==> config.mk <==
export PLATFORM = sky130hd
export DESIGN_NAME = mux_arbiter_2to1
export DESIGN_NICKNAME = d
export VERILOG_FILES = /design/src/rtl/mux_arbiter_2to1.sv
export SDC_FILE = /design/constraint.sdc
export NUM_CORES = 1
export LEC_CHECK = 0
export BUFFER_PORTS_ARGS = -buffer_cell sky130_fd_sc_hd__buf_2
export CAP_MARGIN = 20
export CORE_ASPECT_RATIO = 1.5
export CORE_UTILIZATION = 40
export CTS_CLUSTER_DIAMETER = 50
export DETAILED_ROUTE_END_ITERATION = 10
export GPL_TIMING_DRIVEN = 0
export PLACE_DENSITY = 0.67
export SYNTH_ARGS = -nofsm -noshare
export SYNTH_HDL_FRONTEND = slang
export SYNTH_SLANG_ARGS = --single-unit
==> constraint.sdc <==
create_clock -name clk -period 2.4 [get_ports clk]
set_clock_uncertainty 0.15 [all_clocks]
set_input_delay 0.48 -clock clk [delete_from_list [all_inputs] [get_ports clk]]
set_output_delay 0.48 -clock clk [all_outputs]
set_load 0.01 [all_outputs]
==> src/rtl/mux_arbiter_2to1.sv <==
// Two-requester arbiter feeding a single registered output beat.
// Round-robin on ties, bursts capped at BURST beats, with full-throughput back-pressure handling.
module mux_arbiter_2to1 #(
    parameter int unsigned WIDTH = 8,
    parameter int unsigned BURST = 4
) (
    input  logic             clk,
    input  logic             rst,
    input  logic             req_1,
    input  logic [WIDTH-1:0] data_1,
    output logic             ack_1,
    input  logic             req_2,
    input  logic [WIDTH-1:0] data_2,
    output logic             ack_2,
    output logic             out_valid,
    output logic [WIDTH-1:0] out_data,
    input  logic             out_ready,
    output logic             sel,
    output logic             out_src
);

    typedef enum logic [1:0] {
        IDLE    = 2'd0,
        SERVE_1 = 2'd1,
        SERVE_2 = 2'd2
    } state_t;

    localparam logic [7:0] BURST_LAST = 8'(BURST - 1);

    state_t     state;
    state_t     state_nxt;
    logic [7:0] burst_cnt;
    logic [7:0] burst_cnt_nxt;
    logic       last_served;      // 1: requester 1 was the last one granted
    logic       last_served_nxt;
    logic       sel_nxt;
    logic       slot_free;
    logic       ack_any;
    logic       burst_done;

    assign slot_free  = ~out_valid | out_ready;
    assign ack_any    = ack_1 | ack_2;
    assign burst_done = (burst_cnt == BURST_LAST);

    // State register
    always_ff @(posedge clk) begin
        if (rst) begin
            state       <= IDLE;
            burst_cnt   <= '0;
            last_served <= 1'b0;
            sel         <= 1'b1;
        end else begin
            state       <= state_nxt;
            burst_cnt   <= burst_cnt_nxt;
            last_served <= last_served_nxt;
            sel         <= sel_nxt;
        end
    end

    // Next-state logic; everything holds while the output slot is stalled
    always_comb begin
        state_nxt       = state;
        burst_cnt_nxt   = burst_cnt;
        last_served_nxt = last_served;
        sel_nxt         = sel;

        if (slot_free) begin
            case (state)
                IDLE: begin
                    if (req_1 & (~req_2 | ~last_served)) begin
                        state_nxt = SERVE_1;
                    end else if (req_2) begin
                        state_nxt = SERVE_2;
                    end
                end
                SERVE_1: begin
                    if (~req_1) begin
                        state_nxt = req_2 ? SERVE_2 : IDLE;
                    end else if (burst_done) begin
                        state_nxt = req_2 ? SERVE_2 : SERVE_1;
                    end
                end
                SERVE_2: begin
                    if (~req_2) begin
                        state_nxt = req_1 ? SERVE_1 : IDLE;
                    end else if (burst_done) begin
                        state_nxt = req_1 ? SERVE_1 : SERVE_2;
                    end
                end
                default: state_nxt = IDLE;
            endcase
        end

        if ((state_nxt != state) || (ack_any && burst_done)) begin
            burst_cnt_nxt = '0;
        end else if (ack_any) begin
            burst_cnt_nxt = burst_cnt + 8'd1;
        end

        if (state_nxt != state) begin
            if (state_nxt == SERVE_1) begin
                last_served_nxt = 1'b1;
                sel_nxt         = 1'b1;
            end else if (state_nxt == SERVE_2) begin
                last_served_nxt = 1'b0;
                sel_nxt         = 1'b0;
            end
        end
    end

    // Output logic
    always_comb begin
        ack_1 = ~rst & (state == SERVE_1) & req_1 & slot_free;
        ack_2 = ~rst & (state == SERVE_2) & req_2 & slot_free;
    end

    // Output beat register; a drain and a new ack in the same cycle keep out_valid high
    always_ff @(posedge clk) begin
        if (rst) begin
            out_valid <= 1'b0;
            out_data  <= '0;
            out_src   <= 1'b1;
        end else if (ack_any) begin
            out_valid <= 1'b1;
            out_data  <= ack_1 ? data_1 : data_2;
            out_src   <= ack_1;
        end else if (out_ready) begin
            out_valid <= 1'b0;
        end
    end

endmodule
# Word level (Yosys, flattened, before mapping)
# Cells that the tools add are included.
[classes]
add_sub_neg = 1
mul = 0
n_div = 0
order_cmp = 0
n_eq_ne = 6
shift = 0
muxes = 17
bitwise_logic = 14
n_reduce_logical = 7
[ops]
columns = ["cell", "n"]
rows = [
  ["2-bit 2-to-1 mux", 10],
  ["8-bit by 1-bit adder with 8-bit output, second input constant", 1],
  ["8-bit by 2-bit equality test with 1-bit output, second input constant", 1],
  ["8-bit 2-to-1 mux", 1],
  ["1-bit bitwise AND", 7],
  ["2-bit case mux with 3 select lines", 1],
  ["1-bit 2-to-1 mux", 5],
  ["2-bit by 1-bit equality test with 1-bit output, second input constant", 2],
  ["2-bit equality test, second input constant", 2],
  ["1-bit inverter", 4],
  ["2-bit nonzero test", 2],
  ["1-bit OR", 3],
  ["2-bit logical NOT", 1],
  ["2-bit inequality test", 1],
  ["2-bit AND reduction", 1],
  ["2-bit OR reduction", 1],
  ["1-bit logical AND", 1],
  ["1-bit logical OR", 1],
]
[totals]
ff_bits = 22
latchBits = 0
ram_bits = 0
mem_bits_ro = 0
in_bits = 21
output_inout_bits = 13
wordCells = 52
n_memories = 0

# Logic depth before layout (Yosys ltp)
[logic_depth]
word_depth = 9
mapped_depth = 10
mapped_depth_nobuf = 10

# Least setup slack after synthesis
# No wires, ideal clock.
[synth_path]
path_type = "flip-flop to flip-flop"
start = "reg burst_cnt[0]"
end = "reg last_served"
setup_time_ns = 0.072
t_arrival_ns = 2.398
t_required_ns = 2.178
setup_slack_ns = -0.220
path_stages_with_launch = 9
path_buffers = 0
synth_period_minus_slack_ns = 2.620
path_cell_list = "dfxtp_1 -> ha_1 -> nor4b_2 -> a31oi_1 -> o221a_2 -> a22oi_1 -> ha_1 -> o32ai_1 -> mux2i_1"
[synth_via]
elab_chain_cells = 8
elab_cells_between_ends = 13
classes_between = "eq/ne (4); mux (7); reduce/logical (2)"
[synth_rtl]
columns = ["item", "line_no", "source"]
rows = [
  ["from (decl)", "32", "logic [7:0] burst_cnt;"],
  ["from (signal assigned)", "54", "burst_cnt <= burst_cnt_nxt;"],
  ["8-bit by 2-bit equality test with 1-bit output *", "43", "assign burst_done = (burst_cnt == BURST_LAST);"],
  ["2-bit 2-to-1 mux (on tied branches)", "86, 79", ""],
  ["2-bit 2-to-1 mux (on tied branches)", "84, 77", ""],
  ["2-bit case mux with 3 select lines *", "68", "case (state)"],
  ["2-bit 2-to-1 mux *", "67", "if (slot_free) begin"],
  ["2-bit by 1-bit equality test with 1-bit output or 2-bit equality test (tied branches)", "101, 104", ""],
  ["2-bit nonzero test (no source line)", "n/a", ""],
  ["2-bit AND reduction (no source line)", "n/a", ""],
  ["to (signal assigned)", "55", "last_served <= last_served_nxt;"],
  ["to (decl)", "34", "logic last_served;"],
]
# Mark *: on every way between the ends. The rest lies on a longest branch, timed or not.
# A chain may end at the register's enable or synchronous reset.

# Worst setup path in the final report
[layout_path]
start = "reg state[1]"
end = "reg last_served"
[layout_via]
elab_cells_between_ends = 17
classes_between = "eq/ne (5); mux (9); reduce/logical (3)"
[layout_rtl]
columns = ["item", "line_no", "source"]
rows = [
  ["from (decl)", "30", "state_t state;"],
  ["from (signal assigned)", "53", "state <= state_nxt;"],
  ["2-bit equality test, or another cell as far along", "68", ""],
  ["2-bit case mux with 3 select lines *", "68", ""],
  ["2-bit 2-to-1 mux *", "67", ""],
  ["net state_nxt[0]", "31", "state_t state_nxt;"],
  ["2-bit by 1-bit equality test with 1-bit output or 2-bit equality test (tied branches)", "101, 104", ""],
  ["2-bit nonzero test (no source line)", "n/a", ""],
  ["2-bit AND reduction (no source line)", "n/a", ""],
]
# Mark *: on every way through the listed nets, which the timed path passes. The rest lies on a longest branch.

==> results.yml <==
clock_network:
  cts_tree: "yes"
  hold_buffers: 0
  insertion_delay_ns: 0.26
  htreeDepth: 1
  clockBufferDepth: 2
  numCtsBuffers: 3
  root_buffer: "clkbuf_8"
  clock_sinks: 22
  clkSlewWorstSetupHoldPaths_ns: 0.07
yosys:
  yosysMostFrequentCell: "dfxtp_1"
  synth_top_area_share_pct: 37.0
  synthesis.area_um2: 1190
  syn-num-nets: 154
  synth-xor-area-share_pct: 5.15
  yosysWarnings: 0
  yosysTopAreaCell: "dfxtp_1"
  netlist_instances: 131
  syn_area_per_cell_um2: 9.08
  synthTopCellsByCount: "dfxtp_1 (22), nor2_1 (13), mux2i_1 (11)"
  ys_seq_area_share_pct: 37.0
  ys_ff_latch: 22
  synth_fa_ha_area_share_pct: 2.10
  synth_mux_area_share_pct: 9.25
  yosys.area_share.simple_pct: 20.5
  synth_top_family_by_area: "compound AO/OA/AOI/OAI gates"
  synth_edf_count: 0
  async_flop_share_pct: 0
  synthTopCellsByArea: "dfxtp_1 (37%), mux2i_1 (9.3%), a211oi_1 (5.0%)"
  synth-main-ff-cell: "dfxtp_1"
  synth_compound_area_share_pct: 20.6
  synth_cell_types: 41
run_status:
  violations: "negative setup slack"
  status: "complete, but fails checks"
place:
  place_ws_ns: -0.312
  placed_area_um2: 1420
  port_buffers: 32
  hpwlAfterDp_mm: 2.12
  dpl.cell_count: 200
  place.gp.congestion: 0.854
critical_path:
  critPathMaxStageDelay_ns: 0.36
  startpoint_type: "flop"
  path_class: "flop to flop"
  crit_arrival_ns: 2.49
  endpoint_kind: "flop"
  required_ns: 2.43
  cp_slowest_cell: "dfxtp_1"
  cp_max_fo: 10
  cp_cell_sequence: "buf_4 > nor3b_1 > and2_1 > a2111oi_2 > a22o_1 > ha_4 > nor2_2 > o21ai_2 > o32ai_4 > mux2i_1"
sta:
  grt_setup_unrepaired: "yes"
  hold_violations: 0
  setup-violations-final: 2
  period_share_pct: 103
  worst_slack_ns: -0.0608
  period_needed_ns: 2.46
  drv_slew: 0
  max_freq_mhz: 406
  maxSlewHeadroom_pct: 68.3
  tightest_slew_ns: 0.475
global_route:
  gr-total-overflow: 0
  grt_pass1_wl_mm: 5.04
  grt_pass1_vias: 1208
  antenna_found_initial: 0
  grt_max_degree: 12
  grt_use_total_pct: 21.2
finish:
  fin_nets: 201
  final_area_um2: 1630
  syn_to_final_growth_pct: 37.1
  antenna_cells: 0
  instances_no_fill: 213
  multiInputGateArea_um2: 791
  regArea_um2: 449
  fillCellCount: 241
  drive_gt1_share_pct: 41.5
  utilization_pct: 59.7
die:
  row_count: 23
  die-area_um2: 3200
  die_width_um: 46.5
  die_y_um: 68.8
  initial_core_util_pct: 43.5
  ios: 34
  core_region_area_um2: 2730
route:
  remaining_drc_errors: 0
  wire_per_inst_um: 14.2
  drtIter0Drc: 28
  vias: 1185
  ant_nets: 0
  first_pass_iters: 4
  routed_wl_mm: 3.02
  via_per_inst: 5.56
power:
  vdd_ir_drop_max_mv: 0.417
  total_power_mw: 0.795
  p_leak_nw: 0.661
  power_density_nw_per_um2: 487
min_path:
  hold_class: "flop to flop"
flow_run:
  maxCapViolCount: 0
cell usage in the layout, fill, tap and decap left out, types with 2 or more instances in the layout:
cell type   n
buf_6       2
o21ai_2     2
a21oi_1     5
o2111ai_1   3
xor2_1      6
nand2b_1    4
dfxtp_1    19
nor3_1      9
inv_2       2
ha_4        2
nor2_1     12
clkbuf_1    3
mux2i_1    11
o211ai_1    2
buf_4      12
nand2_1     2
buf_2      32
and3_1      3
a211oi_1    8
clkbuf_8    3
dfxtp_4     2
o21ai_0     3
sequential cells by signal, indices dropped and copies added (netlist names):
signal       cells
state            2
out_data         8
out_src          1
sel              1
burst_cnt        8
out_valid        1
last_served      1
final timing paths:
check             startpoint     endpoint  slack [ns]  cells past startpoint
hold / removal       out_src      out_src        0.32                      2
setup reg to reg    state[1]  last_served       -0.06                     10
setup / recovery    state[1]  last_served       -0.06                     10
hold reg to reg      out_src      out_src        0.32                      2
report_power, final:
| part | internal, mW | switching [mW] |
|---|---|---|
| combinational | 0.0899 | 0.0915 |
| sequential | 0.379 | 0.0109 |
| clock | 0.112 | 0.112 |
| total | 0.581 | 0.214 |
timing repair:
action                                  4_1_cts  5_1_grt
buffers inserted                              6        5
endpoints found under the setup margin        3       12
pin swaps                                     7        1
resized for setup                            12       10
endpoints found under the hold margin         0        0
gates cloned                                  0        0
worst max-delay path, delay by kind of cell, from the launching register on:
kind,cells,cell delay (ns)
buf+inv,1,0.19
simple gates,3,0.41
compound gates,4,0.82
flops,1,0.36
mux,1,0.22
fa+ha+maj,1,0.24
per-stage QoR:
stage | TNS (ns) | hold slack (ns)
after floorplan | 0 | 0.308
after global placement | -0.540 | 0.298
after detailed placement | -0.610 | 0.306
after CTS | 0 | 0.327
after global routing | -0.297 | 0.367
final | -0.101 | 0.318
layer usage:
metal | GRT usage (%) | vias up | share of wire, %
met5 | 0 | - | 0
met4 | 9.56 | 0 | 1.7
met3 | 2.34 | 6 | 4.8
met2 | 37.5 | 43 | 53
met1 | 24.5 | 553 | 40
li1 | - | 583 | -
cell families (layout without fill, tap and decap cells):
logic type,count (synthesis),count (layout)
simple gates,44,44
compound gates,34,34
flops,22,22
mux,11,11
buf+inv,11,56
xor+xnor,7,7
fa+ha+maj,2,2
layout make-up:
cell class / count / area share, %
clock buffers: 3 / 2.53
multi-input cells: 98 / 48.5
repair buffers: 43 / 14.9
flip-flops and latches: 22 / 27.5
plain buffers: 6 / 2.53
well taps: 37 / 2.84
inverters: 4 / 1.23
No activity file was read; power rests on OpenSTA's default activity.
